===== src/rtl/heaa_pkg.sv =====
// heaa_pkg: shared definitions for the HEAA adder family.
//   - Mode constants that describe how the inaccurate-bit count K is read.
//   - clamp_k: limits a requested K to the operand width.
//   - cnt_sat_max: all-ones saturation value for an error-event counter.
package heaa_pkg;

    // K = 0: the adder is fully exact.
    localparam int unsigned HEAA_K_EXACT    = 32'd0;
    // 0 < K < WIDTH: the low K bits are approximated; the carry from bit K-1 feeds the upper part.
    localparam int unsigned HEAA_K_MIN_APPX = 32'd1;
    // The legacy fixed-K adder used 12-bit operands and 9 inaccurate bits.
    localparam int unsigned HEAA_LEGACY_W   = 32'd12;
    localparam int unsigned HEAA_LEGACY_K   = 32'd9;

    // K values above the operand width behave as K = width.
    function automatic int unsigned clamp_k(input int unsigned k, input int unsigned width);
        if (k > width) begin
            return width;
        end else begin
            return k;
        end
    endfunction

    // Saturation value for a counter of cnt_w bits. Widths up to 32 bits are supported.
    function automatic logic [31:0] cnt_sat_max(input int unsigned cnt_w);
        if (cnt_w >= 32'd32) begin
            return 32'hFFFF_FFFF;
        end else begin
            return (32'd1 << cnt_w) - 32'd1;
        end
    endfunction

endpackage


===== src/rtl/heaa_pipe_nb_chk.sv =====
// heaa_pipe_nb_chk: property checker for heaa_pipe_nb.
//   clk, rst_n : clock and asynchronous active-low reset
//   check_en   : high when the core output is about to be captured
//   approx     : approximate sum from the core
//   exact      : exact sum from the core
module heaa_pipe_nb_chk #(
    parameter int WIDTH = 12
) (
    input logic             clk,
    input logic             rst_n,
    input logic             check_en,
    input logic [WIDTH:0]   approx,
    input logic [WIDTH:0]   exact
);
    // A negative error distance would mean the approximation logic is broken.
    a_err_nonneg: assert property (@(posedge clk) disable iff (!rst_n)
        check_en |-> (exact >= approx));

endmodule


===== src/rtl/heaa_var_core.sv =====
// heaa_var_core: combinational HEAA adder with a run-time inaccurate-bit count.
//   a, b    : WIDTH-bit unsigned operands
//   k       : inaccurate-bit count, already clamped to 0..WIDTH
//   approx  : approximate HEAA sum (WIDTH+1 bits)
//   exact   : exact sum a+b (WIDTH+1 bits)
// Bits below k-1 are a|b. Bit k-1 is a^b, and its a&b becomes the carry
// into the exact upper part. The approximation never exceeds the exact sum.
module heaa_var_core #(
    parameter int WIDTH = 12,
    parameter int KW    = $clog2(WIDTH + 1)
) (
    input  logic [WIDTH-1:0] a,
    input  logic [WIDTH-1:0] b,
    input  logic [KW-1:0]    k,
    output logic [WIDTH:0]   approx,
    output logic [WIDTH:0]   exact
);
    localparam logic [WIDTH:0] ONE = {{WIDTH{1'b0}}, 1'b1};

    logic [WIDTH:0] a_ext_s;
    logic [WIDTH:0] b_ext_s;
    logic [WIDTH:0] onehot_s;   // single bit at position k
    logic [WIDTH:0] top_s;      // single bit at k-1, or 0 when k = 0
    logic [WIDTH:0] or_mask_s;  // bits below k-1
    logic [WIDTH:0] carry_s;
    logic [WIDTH:0] upper_s;

    assign a_ext_s   = {1'b0, a};
    assign b_ext_s   = {1'b0, b};
    assign onehot_s  = ONE << k;
    assign top_s     = onehot_s >> 1;
    assign or_mask_s = (onehot_s - ONE) >> 1;

    // Mask selection takes care of k = 0: top_s is zero, so the carry is zero as well.
    assign carry_s = {{WIDTH{1'b0}}, |(a_ext_s & b_ext_s & top_s)};
    assign upper_s = (a_ext_s >> k) + (b_ext_s >> k) + carry_s;

    assign approx = (upper_s << k)
                  | ((a_ext_s | b_ext_s) & or_mask_s)
                  | ((a_ext_s ^ b_ext_s) & top_s);
    assign exact  = a_ext_s + b_ext_s;

endmodule


===== src/rtl/heaa_pipe_nb.sv =====
// heaa_pipe_nb: two-stage pipelined HEAA adder with a per-transaction K.
//   clk, rst_n           : clock and asynchronous active-low reset
//   in_valid/in_ready    : input handshake; in_a, in_b operands; in_k inaccurate-bit count
//   out_valid/out_ready  : output handshake; out_sum approximate sum, out_err exact - approx
//   err_cnt              : saturating count of transferred results with a nonzero error
//   err_clr              : synchronous clear of err_cnt; wins over a same-cycle increment
// S1 registers the operands and the clamped K. S2 registers the core result.
module heaa_pipe_nb
    import heaa_pkg::*;
#(
    parameter int WIDTH = 12,
    parameter int KW    = $clog2(WIDTH + 1),
    parameter int CNT_W = 16
) (
    input  logic              clk,
    input  logic              rst_n,
    input  logic              in_valid,
    output logic              in_ready,
    input  logic [WIDTH-1:0]  in_a,
    input  logic [WIDTH-1:0]  in_b,
    input  logic [KW-1:0]     in_k,
    output logic              out_valid,
    input  logic              out_ready,
    output logic [WIDTH:0]    out_sum,
    output logic [WIDTH:0]    out_err,
    output logic [CNT_W-1:0]  err_cnt,
    input  logic              err_clr
);
    localparam logic [CNT_W-1:0] CNT_MAX = CNT_W'(cnt_sat_max(CNT_W));
    localparam logic [CNT_W-1:0] CNT_ONE = {{(CNT_W-1){1'b0}}, 1'b1};

    logic             s1_valid_r;
    logic [WIDTH-1:0] s1_a_r;
    logic [WIDTH-1:0] s1_b_r;
    logic [KW-1:0]    s1_k_r;
    logic             s2_valid_r;
    logic [WIDTH:0]   out_sum_r;
    logic [WIDTH:0]   out_err_r;
    logic [CNT_W-1:0] err_cnt_r;
    logic             s2_advance_s;
    logic [WIDTH:0]   approx_s;
    logic [WIDTH:0]   exact_s;
    logic             err_xfer_s;

    assign s2_advance_s = !s2_valid_r || out_ready;
    assign in_ready     = !s1_valid_r || s2_advance_s;
    assign err_xfer_s   = s2_valid_r && out_ready && (out_err_r != '0);

    assign out_valid = s2_valid_r;
    assign out_sum   = out_sum_r;
    assign out_err   = out_err_r;
    assign err_cnt   = err_cnt_r;

    heaa_var_core #(
        .WIDTH (WIDTH),
        .KW    (KW)
    ) u_core (
        .a      (s1_a_r),
        .b      (s1_b_r),
        .k      (s1_k_r),
        .approx (approx_s),
        .exact  (exact_s)
    );

    heaa_pipe_nb_chk #(
        .WIDTH (WIDTH)
    ) u_chk (
        .clk      (clk),
        .rst_n    (rst_n),
        .check_en (s1_valid_r && s2_advance_s),
        .approx   (approx_s),
        .exact    (exact_s)
    );

    // S1: capture operands and the clamped K whenever the stage can move.
    always_ff @(posedge clk or negedge rst_n) begin
        if (!rst_n) begin
            s1_valid_r <= 1'b0;
            s1_a_r     <= '0;
            s1_b_r     <= '0;
            s1_k_r     <= '0;
        end else if (in_ready) begin
            s1_valid_r <= in_valid;
            if (in_valid) begin
                s1_a_r <= in_a;
                s1_b_r <= in_b;
                s1_k_r <= KW'(clamp_k(32'(in_k), WIDTH));
            end
        end
    end

    // S2: register the core result; data holds while the output is stalled.
    always_ff @(posedge clk or negedge rst_n) begin
        if (!rst_n) begin
            s2_valid_r <= 1'b0;
            out_sum_r  <= '0;
            out_err_r  <= '0;
        end else if (s2_advance_s) begin
            s2_valid_r <= s1_valid_r;
            if (s1_valid_r) begin
                out_sum_r <= approx_s;
                out_err_r <= exact_s - approx_s;
            end
        end
    end

    // Error-event counter: clear first, otherwise count erroneous transfers up to saturation.
    always_ff @(posedge clk or negedge rst_n) begin
        if (!rst_n) begin
            err_cnt_r <= '0;
        end else if (err_clr) begin
            err_cnt_r <= '0;
        end else if (err_xfer_s && (err_cnt_r != CNT_MAX)) begin
            err_cnt_r <= err_cnt_r + CNT_ONE;
        end
    end

endmodule

===== config.mk =====
export PLATFORM = sky130hd
export DESIGN_NAME = heaa_pipe_nb
export DESIGN_NICKNAME = d
export VERILOG_FILES = /design/src/rtl/heaa_pkg.sv /design/src/rtl/heaa_pipe_nb_chk.sv /design/src/rtl/heaa_var_core.sv /design/src/rtl/heaa_pipe_nb.sv
export SDC_FILE = /design/constraint.sdc
export NUM_CORES = 1
export LEC_CHECK = 0
export CAP_MARGIN = 20
export CORE_MARGIN = 10
export CORE_UTILIZATION = 52
export DETAILED_ROUTE_END_ITERATION = 10
export GPL_TIMING_DRIVEN = 0
export PLACE_DENSITY_LB_ADDON = 0.3
export SKIP_CTS_REPAIR_TIMING = 1
export SYNTH_ARGS = -nofsm -noshare
export SYNTH_HDL_FRONTEND = slang
export SYNTH_HIERARCHICAL = 1
export SYNTH_SLANG_ARGS = --single-unit

===== constraint.sdc =====
create_clock -name clk -period 5 [get_ports clk]
set_input_delay 1 -clock clk [delete_from_list [all_inputs] [get_ports clk]]
set_output_delay 1 -clock clk [all_outputs]
set_load 0.1 [all_outputs]

==> results of run 1 <==
[power by group through the flow]
stage / Sequential (W) / Clock (W) / Combinational, W
after floorplan: 0.00152 / 0 / 0.00162
after global placement: 0.000848 / 0 / 0.00301
after detailed placement: 0.000860 / 0 / 0.00309
after CTS: 0.000849 / 0.000740 / 0.00311
after global routing: 0.000878 / 0.000767 / 0.00397
final: 0.000856 / 0.000736 / 0.00380
[registers in the layout (all words and copies together) (netlist names)]
name	count
err_cnt	16
out_err	13
out_sum	13
out_valid	1
s1_a_r	12
s1_b_r	12
s1_k_r	4
s1_valid_r	1
[critical path, stage by stage, from the launching register on]
cell	delay, ns
dfrtp_2	0.44
clkinvlp_4	0.18
buf_4	0.23
clkbuf_4	0.23
nand2_1	0.08
nand2_1	0.09
nor2_1	0.17
a21oi_2	0.07
fa_2	0.43
fa_2	0.43
nand2b_4	0.17
a21oi_4	0.23
nor4_4	0.09
o31ai_4	0.32
xnor2_2	0.13
mux4_2	0.48
o21ai_2	0.18
inv_2	0.07
ha_4	0.21
a21o_1	0.20
or4_1	0.53
a21o_1	0.17
o211ai_1	0.09
[synthesized netlist by cell type (4+ instances only)]
cell type and instances:
mux2_2 19, mux2i_1 23, dfrtp_1 72, a2111oi_0 4, a311oi_1 4, nor2_1 67
nand2_1 91, o22ai_1 9, o21ai_0 29, nand3b_1 4, buf_2 9, clkbuf_1 25
o22a_1 5, or4_1 9, a31oi_1 10, a211oi_1 6, o211ai_1 7, nor3_1 13
mux2_1 11, o21ai_1 14, inv_1 49, fa_1 4, o31ai_1 8, a21o_1 12
or3_1 9, nor4_1 9, and2_1 4, a21oi_1 50, o21a_1 7, xor2_1 12
a211o_1 5, xnor2_1 17, nand4_1 5, mux4_2 8, nor2b_1 7, ha_1 49
nand2b_1 9, nand3_1 19, o2111ai_1 4
[metal layers]
| metal | GRT usage | wire (µm) | vias up |
|---|---|---|---|
| met3 | 0.0534 | 2080 | 74 |
| met1 | 0.301 | 9360 | 3362 |
| met5 | 0 | 0 | - |
| met4 | 0.0770 | 733 | 0 |
| li1 | - | - | 3097 |
| met2 | 0.430 | 11700 | 459 |
[how the worst max path moves through the flow]
stage               startpoint           to  slack (ns)  depth (start not counted)
floorplan            s1_k_r[0]  out_err[12]        0.02                         24
global placement     s1_k_r[1]   out_err[9]       -1.07                         21
detailed placement   s1_k_r[0]   out_err[9]       -1.15                         24
CTS                  s1_k_r[0]   out_err[9]       -1.22                         24
global route         s1_k_r[0]  out_err[12]       -0.49                         25
finish               s1_k_r[1]  out_err[12]       -0.33                         22
[cells by family after synthesis]
logic type	share of synthesized area
AOI/OAI and AO/OA	0.223
xor gates and xnor gates	0.0388
adders and majority gates	0.106
buffers and inverters	0.0550
DFF	0.275
muxes	0.114
and+or+nand+nor	0.189
[per-stage QoR]
stage / TNS, ns / instance area [µm²] / hold slack, ns / std cells
2_1_floorplan: 0 / 6590 / 0.449 / 779
3_3_place_gp: -7.29 / 7550 / 0.462 / 1022
3_5_place_dp: -7.88 / 7540 / 0.479 / 1022
4_1_cts: -8.55 / 7870 / 0.492 / 1038
5_1_grt: -1.41 / 8690 / 0.513 / 1075
6_report: -0.712 / 8690 / 0.483 / 1075
[final cells by class]
| type | count | area (µm²) |
|---|---|---|
| Inverter | 51 | 199 |
| Tap cell | 168 | 210 |
| Timing Repair Buffer | 112 | 1050 |
| Multi-Input combinational cell | 618 | 4840 |
| Clock inverter | 7 | 103 |
| Clock buffer | 9 | 225 |
| Sequential cell | 72 | 1800 |
| Fill cell | 976 | 3470 |
| Buffer | 38 | 265 |
==> key figures, run 1 <==
Routing
  – Iteration-0 DRC Markers: between 700 and 800
  – Final ANT Viol Nets: 0
  – Residual DRC: 1
  – Vias: between 6000 and 7000
  – Via density: ~6.5
  – Final wirelength: about 24000 µm
  – Drt pass-1 iters: 8
  – Detailed-route wire length per cell: approximately 22 µm

CTS
  – TritonCTS clock tree: built
  – CTS sink cnt: around 70
  – CTS H-tree lvls: 3
  – Number of CTS-inserted buffers: 9
  – Root buf cell: clkbuf_16
  – CTS max path bufs: 2
  – Worst skew pair latency: 0.36 ns
  – Worst-path clk slew: roughly 0.08 ns

Floorplanning
  – Die Wd: 132 µm
  – Io pins: 77
  – Die area: roughly 0.017 mm²
  – Initial Util: 0.539
  – Die height: ~130 µm
  – Core area: about 0.012 mm²
  – FP Rows: 40

Worst hold path
  – Worst hold path class: register to register
  – Hold Crit Start: out_sum[9]
  – Hold endpoint: out_sum[9]
  – WHS Path Cells: 2

Power
  – Tot Pwr: ~0.0054 W
  – Switching part of the total power: 0.523
  – Sw power: around 0.0028 W
  – Peak VDD IR: between 0.0002 and 0.0003 V
  – Power Internal: ~0.0026 W
  – Pwr per Cell Area: between 600 and 700 mW/mm²
  – Clock power share: 0.137
  – Logic pwr share: 0.705
  – Reg power frac: 0.159
  – Leak: around 3.7 nW

Synth
  – Cells after Synth: 779
  – Cell Area, Synth: ~0.0066 mm²
  – Synth Net Count: 865
  – Cell accounting for the most synthesized area: dfrtp_1
  – Synth top area cells: dfrtp_1 28%, ha_1 9.4%, nand2_1 5.2%, nor2_1 3.8%, a21oi_1 3.8%
  – Yosys reg bits: about 70
  – Seq/Total Area, Yosys: 0.275
  – Post-synth cell types: between 70 and 80
  – Share of the synthesized area in the top cell type: 0.275
  – Synth Flop Type: dfrtp_1
  – Yosys warns: 6
  – Synthesized area per cell: roughly 8.4 µm²
  – EDFF count, synth: 0
  – Async set-reset flop share out of synthesis: 1.00

Global routing
  – Largest net degree at the start of global routing: 73
  – Tot GR Track Use: 0.249
  – First-pass GRT wire length: between 30000 and 40000 µm
  – Antenna violations before repair: 0
  – GRT overflow: 0
  – Number of global-route vias before repair: 6515

Timing
  – Final Hold Vio Count: 0
  – Max frequency: about 190 MHz
  – Period Utilization, post-route: 1.07
  – Worst rel slew slack: 0.331
  – Least-Margin Pin Slew: approximately 1 ns
  – Final min period: about 5.3 ns
  – RSZ-0062 raised after global routing: yes
  – Setup ws final: -0.333 ns
  – Setup-failing EPs final: 5
  – Slew Limit Fails: 0
  – Final Skew: ~0.017 ns

Critical path
  – Data required time of the worst path: approximately 5.3 ns
  – CP endpoint kind: register
  – CP Launch Type: register
  – CP arrival: approximately 5.6 ns
  – R2R Path End: out_err[12]
  – WS Path Type: register to register
  – Reg-to-Reg Start: s1_k_r[1]
  – FF-to-FF setup slack: -0.33 ns
  – Crit-path max FO: 10
  – R2R depth: 22

Placed design
  – Port bufs: between 70 and 80
  – RD Place Congestion: approximately 1
  – Dpl hpwl: around 18000 µm
  – Worst slack, placed: -1.15 ns

Finish
  – Diodes inserted: 0
  – Synth-to-layout area growth: 32.7%
  – Final net count: 988
  – Layout cells sized above 1: 0.217
  – Most common cell after layout, fill and taps aside: nand2_1
  – Util after Layout: 0.715
  – Most frequent cells in the layout: 87 x nand2_1, 74 x clkdlybuf4s50_1, 70 x dfrtp_1, 61 x nor2_1, 46 x inv_1

Run status
  – Status: finished with violations
  – Failing checks: design-rule violations, negative setup slack

Job
  – Total of max-cap violations: 0
(Power assumes the default switching activity.)
==> inputs of run 2 (changes only) <==
--- a/config.mk
+++ b/config.mk
@@ -7,10 +7,10 @@
 export LEC_CHECK = 0
 export CAP_MARGIN = 20
 export CORE_MARGIN = 10
-export CORE_UTILIZATION = 52
+export CORE_UTILIZATION = 47
 export DETAILED_ROUTE_END_ITERATION = 10
 export GPL_TIMING_DRIVEN = 0
-export PLACE_DENSITY_LB_ADDON = 0.3
+export PLACE_DENSITY = 0.72
 export SKIP_CTS_REPAIR_TIMING = 1
 export SYNTH_ARGS = -nofsm -noshare
 export SYNTH_HDL_FRONTEND = slang
==> run 2 against run 1 <==
Net effect:
- the run ends with negative setup slack left
- clock-buffer cell count up 2
- via count down 3.6%
- sequential cell count is the same
- total power shrank 2.1%
- register-to-register slack better by 0.13 ns
- wire length fell by 7.7%
- non-clock buffer count up 8
- die area rose by 9.0%
- first-iteration DRC count decreased by 7.7%
- clock power fell by 3.3%
- critical path type unchanged
- largest cell class unchanged
==> key figures, run 2 (same netlist as run 1, synthesis figures left out) <==
Run status
  – Status: finished with violations
  – Failing checks: negative setup slack

Timing
  – Worst rel slew slack: 0.332 (+0.000543)
  – Slew Limit Fails: 0 (unchanged)
  – Period Utilization, post-route: 1.04 (-0.0257)
  – Final Skew: 0.00768 ns (-0.00978 ns)
  – Setup ws final: -0.205 ns (+0.128 ns)
  – Final Hold Slack: 0.475 ns (-0.00797 ns)
  – Max frequency: 192 MHz (+2.5%)
  – Least-Margin Pin Slew: 0.999 ns (-0.000812 ns)
  – Final Hold Vio Count: 0 (unchanged)
  – Fin Setup TNS: -0.218 ns (+0.493 ns)
  – Setup-failing EPs final: 2 (-3)
  – RSZ-0062 raised after global routing: yes
  – Final min period: 5.20 ns (-0.128 ns)

Power
  – Clock power share: 0.135 (-0.002)
  – Peak VDD IR: 0.000298 V (+11%)
  – Pwr per Cell Area: 601 mW/mm² (-3.1%)
  – Switching part of the total power: 0.507 (-0.0152)
  – Leak: 3.73 nW (+0.95%)
  – Reg power frac: 0.162 (+0.003)
  – Power Internal: 0.00260 W (+0.97%)
  – Sw power: 0.00268 W (-5.0%)
  – Logic pwr share: 0.703 (-0.002)

Finish
  – Max reg flops: 16 (unchanged)
  – Synth-to-layout area growth: 34.0%
  – Layout cells sized above 1: 0.219 (+0.00138)
  – Diodes inserted: 0 (unchanged)
  – Most common cell after layout, fill and taps aside: nand2_1
  – Final net count: 996 (+0.81%)
  – Most frequent cells in the layout: 87 x nand2_1, 74 x clkdlybuf4s50_1, 70 x dfrtp_1, 62 x nor2_1

Placed design
  – Port bufs: 75 (unchanged)
  – Dpl hpwl: 16600 µm (-6.8%)
  – RD Place Congestion: 1.02 (+2.2%)

Global routing
  – First-pass GRT wire length: 32700 µm (-7.1%)
  – Number of global-route vias before repair: 6078 (-6.7%)
  – Antenna violations before repair: 0 (unchanged)
  – Largest net degree at the start of global routing: 61 (-16%)
  – Tot GR Track Use: 0.206 (-0.0428)
  – GRT overflow: 0 (unchanged)

Routing
  – Final ANT Viol Nets: 0 (unchanged)
  – Detailed-route wire length per cell: 20.1 µm (-9.4%)
  – Via density: 6.15 (-5.4%)
  – Iteration-0 DRC Markers: 672 (-7.7%)
  – Drt pass-1 iters: 6 (-2)
  – Residual DRC: 0 (-1)
  – Vias: 6737 (-3.6%)
  – Final wirelength: 22000 µm (-7.7%)

Floorplanning
  – Die area: 0.0191 mm² (+9.0%)
  – Io pins: 77 (unchanged)
  – Die height: 138 µm (+4.4%)
  – Die Wd: 138 µm (+4.4%)
  – Core area: 0.0138 mm² (+13%)
  – Initial Util: 0.476 (-0.0630)
  – FP Rows: 43 (+7.5%)

Critical path
  – Worst setup path end: out_err[12]
  – Reg-to-Reg Start: s1_k_r[0]
  – Crit-path max FO: 8 (-2)
  – FF-to-FF setup slack: -0.20 ns (+0.13 ns)
  – R2R depth: 24 (+9.1%)
  – R2R Path End: out_err[12]
  – CP endpoint kind: register
  – CP arrival: 5.47 ns (-0.11 ns)
  – CP Launch Type: register
  – WS Path Type: register to register
  – Worst Setup SP: s1_k_r[0]
  – Data required time of the worst path: 5.26 ns (about the same)

CTS
  – CTS H-tree lvls: 3 (unchanged)
  – Worst-path clk slew: 0.06 ns (-0.02 ns)
  – Number of CTS-inserted buffers: 9 (unchanged)
  – CTS sink cnt: 72 (unchanged)
  – Root buf cell: clkbuf_16
  – Worst skew pair latency: 0.34 ns (-0.02 ns)
  – TritonCTS clock tree: built
  – CTS max path bufs: 2 (unchanged)

Worst hold path
  – Worst hold path class: register to register

Job
  – Total of max-cap violations: 0 (unchanged)
==> run 2: cell types whose count changed in the layout (fill, tap and decap cells not counted), moves of 3 or more <==
cell / delta
a21oi_2: -3
buf_4: +8
o21ai_0: +3
o21ai_2: -3
==> run 2: power groups by stage <==
stage	sequential, W	clock, W	combinational (W)
2_1_floorplan	0.00152	0	0.00162
6_report	0.000857	0.000712	0.00371
3_3_place_gp	0.000851	0	0.00302
4_1_cts	0.000850	0.000716	0.00307
3_5_place_dp	0.000859	0	0.00305
5_1_grt	0.000876	0.000740	0.00394
==> run 2: metrics by stage <==
stage | std cells | worst slack (ns) | util | instance area [µm²] | total power [W]
after floorplan | 779 | 0.0216 | - | 6590 | 0.00315
after global placement | 1034 | -1.20 | 0.549 | 7560 | 0.00387
after detailed placement | 1035 | -1.13 | 0.551 | 7590 | 0.00391
after CTS | 1051 | -1.25 | 0.575 | 7920 | 0.00463
after global routing | 1095 | -0.279 | 0.637 | 8780 | 0.00556
final | 1095 | -0.205 | 0.637 | 8780 | 0.00528
==> run 2: per-layer routing <==
metal,GRT usage,up-vias,wire (µm)
li1,-,3106,-
met1,0.263,3211,9270
met2,0.335,344,10300
met3,0.0401,76,1520
met4,0.0805,0,959
met5,0,-,0
==> run 2: cell type report <==
type / count / area (µm²)
Fill cell: 1211 / 4990
Multi-Input combinational cell: 618 / 4840
Sequential cell: 72 / 1800
Timing Repair Buffer: 120 / 1110
Buffer: 38 / 269
Clock buffer: 11 / 253
Tap cell: 180 / 225
Inverter: 51 / 199
Clock inverter: 5 / 78.8
==> run 2: how the worst min path moves through the flow <==
stage,start,end,slack [ns],cells after the start
after CTS,out_sum[8],out_sum[8],0.48,2
after floorplan,s1_k_r[0],s1_k_r[0],0.45,2
after global placement,out_sum[8],out_sum[8],0.46,2
after global routing,s1_k_r[3],s1_k_r[3],0.50,1
after detailed placement,out_sum[8],out_sum[8],0.47,2
final,out_sum[8],out_sum[8],0.47,2
==> run 2: worst max-delay path: stages (launching register included) <==
cell and delay (ns):
dfrtp_1 0.39, buf_6 0.13, buf_12 0.14, buf_12 0.14, buf_12 0.14, mux2i_4 0.18
nand2_1 0.10, nand2_2 0.09, nor2_2 0.12, a21oi_2 0.05, fa_2 0.40, fa_2 0.41
nand2b_4 0.16, a21oi_4 0.26, nor4_4 0.07, o31ai_4 0.37, xnor2_2 0.12, mux4_2 0.49
o21ai_2 0.19, inv_2 0.07, ha_4 0.22, a21o_1 0.16, or4_1 0.47, a21o_1 0.16
o211ai_1 0.07
==> inputs of run 3 (changes only) <==
--- a/config.mk
+++ b/config.mk
@@ -9,7 +9,6 @@
 export CORE_MARGIN = 10
 export CORE_UTILIZATION = 47
 export DETAILED_ROUTE_END_ITERATION = 10
-export GPL_TIMING_DRIVEN = 0
 export PLACE_DENSITY = 0.72
 export SKIP_CTS_REPAIR_TIMING = 1
 export SYNTH_ARGS = -nofsm -noshare
==> run 3 against run 2 <==
Net effect:
- first-iteration DRC count is 17% lower
- utilization shrank 1.7 points
- sequential cell count is the same
- wire length down 11%
- critical endpoint unchanged
- non-clock buffer count rose by 5
- clock skew shrank 0.00077 ns
- the run now ends clean
- combinational power fell by 7.3%
- clock-buffer cell count is the same
- die area is the same
==> key figures, run 3 (same netlist as run 1, synthesis figures left out) <==
Global routing
  – GR peak layer: met2
  – First-pass GRT wire length: 31400 µm (-3.7%)
  – GRT met3 Usage: 0.0479 (+0.00788)
  – Antenna violations before repair: 0 (unchanged)
  – Tot GR Track Use: 0.196 (-0.0102)
  – Met2 usage: 0.313 (-0.0221)
  – GR Layer Usage met1: 0.243 (-0.0192)
  – Number of global-route vias before repair: 6183 (+1.7%)
  – Largest net degree at the start of global routing: 52 (-15%)
  – GRT overflow: 0 (unchanged)

Critical path
  – CP arrival: 5.05 ns (-0.42 ns)
  – CP Launch Type: register
  – WS Path Type: register to register
  – CP endpoint kind: register
  – Data required time of the worst path: 5.27 ns (about the same)
  – Crit-path cells: buf_6, mux4_2, mux2i_2, o22a_1, inv_1, ha_1, nand2b_2, a21oi_1, o21ai_2, o21ai_2, buf_4, mux2_2, a2111oi_2, or4b_1, inv_1, ha_1, or4_1, a21o_1, o211ai_1
  – Slowest CP cell: mux4_2
  – Crit-path max FO: 7 (-1)
  – Slowest Stage Delay on Critical Path: 0.55 ns (+0.06 ns)

Routing
  – Final wirelength: 19700 µm (-11%)
  – Final ANT Viol Nets: 0 (unchanged)
  – Iteration-0 DRC Markers: 558 (-17%)
  – Drt pass-1 iters: 6 (unchanged)
  – Via density: 5.91 (-4.0%)
  – Detailed-route wire length per cell: 17.9 µm (-11%)
  – Residual DRC: 0 (unchanged)
  – Vias: 6496 (-3.6%)

CTS
  – Worst skew pair latency: 0.35 ns (about the same)
  – Worst-path clk slew: 0.06 ns (about the same)
  – CTS max path bufs: 2 (unchanged)
  – CTS H-tree lvls: 3 (unchanged)
  – TritonCTS clock tree: built
  – Root buf cell: clkbuf_16
  – CTS sink cnt: 72 (unchanged)
  – Number of CTS-inserted buffers: 9 (unchanged)

Timing
  – Worst rel slew slack: 0.331 (-0.00109)
  – Final Hold Slack: 0.483 ns (+0.00849 ns)
  – Setup-failing EPs final: 0 (-2)
  – Period Utilization, post-route: 0.956 (-0.0852)
  – Max frequency: 209 MHz (+8.9%)
  – Final Skew: 0.00691 ns (-0.000769 ns)
  – Least-Margin Pin Slew: 1.00 ns (+0.00163 ns)
  – RSZ-0062 raised after global routing: yes
  – Final Hold Vio Count: 0 (unchanged)
  – Slew Limit Fails: 0 (unchanged)
  – Final min period: 4.78 ns (-0.426 ns)

Placed design
  – RD Place Congestion: 1.01 (-0.52%)
  – Placed inst area: 0.00805 mm² (+6.1%)
  – Port bufs: 76 (+1.3%)
  – Dpl hpwl: 15500 µm (-6.6%)

Floorplanning
  – FP Rows: 43 (unchanged)
  – Die Wd: 138 µm (unchanged)
  – Core area: 0.0138 mm² (unchanged)
  – Die area: 0.0191 mm² (unchanged)
  – Die height: 138 µm (unchanged)
  – Io pins: 77 (unchanged)
  – Initial Util: 0.476 (unchanged)

Finish
  – Max reg flops: 16 (unchanged)
  – Final Cell Area: 0.00855 mm² (-2.7%)
  – Diodes inserted: 0 (unchanged)
  – Most common cell after layout, fill and taps aside: nand2_1
  – Final net count: 1001 (+0.50%)
  – Most frequent cells in the layout: 91 x nand2_1, 85 x buf_4, 74 x clkdlybuf4s50_1, 71 x dfrtp_1, 65 x nor2_1
  – Layout cells sized above 1: 0.184 (-0.0349)
  – Synth-to-layout area growth: 30.4%
  – Filler cell count in the final layout: 1220 (+0.74%)

Worst hold path
  – Worst hold path class: register to register

Job
  – Total of max-cap violations: 0 (unchanged)

Power
  – Peak VDD IR: 0.000249 V (-16%)
  – Leak: 3.77 nW (+1.0%)
  – Pwr per Cell Area: 587 mW/mm² (-2.3%)

Run status
  – Status: completed
[run 3: changes by cell type in the layout (fill, tap and decap cells not counted), moves of 5 or more]
| cell | before | now |
|---|---|---|
| buf_4 | 45 | 85 |
| clkbuf_1 | 13 | 1 |
| ha_1 | 39 | 46 |
| buf_2 | 6 | 0 |
| clkbuf_2 | 5 | 0 |
| a21oi_1 | 44 | 49 |
| buf_6 | 8 | 1 |
| mux2i_1 | 16 | 21 |
[run 3: area by class of cell]
| class | count | area [µm²] | area share |
|---|---|---|---|
| multi-input cells | 618 | 4520 | 0.528 |
| flip-flops and latches | 72 | 1810 | 0.211 |
| repair buffers | 163 | 1460 | 0.171 |
| clock buffers | 11 | 243 | 0.0284 |
| well taps | 180 | 225 | 0.0264 |
| inverters | 51 | 195 | 0.0228 |
| clock inverters | 5 | 104 | 0.0122 |
[run 3: report_power, final]
part           switching (W)  internal, W
sequential          0.000114     0.000719
clock               0.000249     0.000501
combinational        0.00209      0.00135
[run 3: final timing paths]
kind | depth (start not counted) | to | slack (ns) | startpoint
worst max-delay path | 19 | out_err[12] | 0.22 | s1_k_r[0]
worst min-delay path | 2 | out_sum[0] | 0.48 | out_sum[0]
worst max register to register | 19 | out_err[12] | 0.22 | s1_k_r[0]
worst min register to register | 2 | out_sum[0] | 0.48 | out_sum[0]
max in group asynchronous | 2 | s1_k_r[0] | 3.43 | rst_n
min in group asynchronous | 1 | out_sum[12] | 0.54 | rst_n
[run 3: routing by layer]
layer  vias up  part of all wire
li1       3119                 -
met1      3074              0.43
met2       257              0.47
met3        46             0.071
met4         0             0.033
met5         -                 0
[run 3: metrics by stage]
| stage | total power (W) | setup TNS (ns) | std cells | setup WS (ns) | util |
|---|---|---|---|---|---|
| after floorplan | 0.00315 | 0 | 779 | 0.0216 | - |
| after global placement | 0.00408 | 0 | 1078 | 0.0621 | 0.582 |
| after detailed placement | 0.00411 | -0.00442 | 1079 | -0.00442 | 0.584 |
| after CTS | 0.00488 | -0.0231 | 1095 | -0.0231 | 0.610 |
| after global routing | 0.00535 | -0.0930 | 1100 | -0.0408 | 0.620 |
| final | 0.00502 | 0 | 1100 | 0.221 | 0.620 |
[run 3: critical path, delay by kind of cell (launching register included)]
family,cells,cell delay (ns)
AOI/OAI and AO/OA,7,1.35
buffers and inverters,4,0.42
adders and majority gates,2,0.51
muxes,3,1.13
DFF,1,0.51
and+or+nand+nor,3,0.79
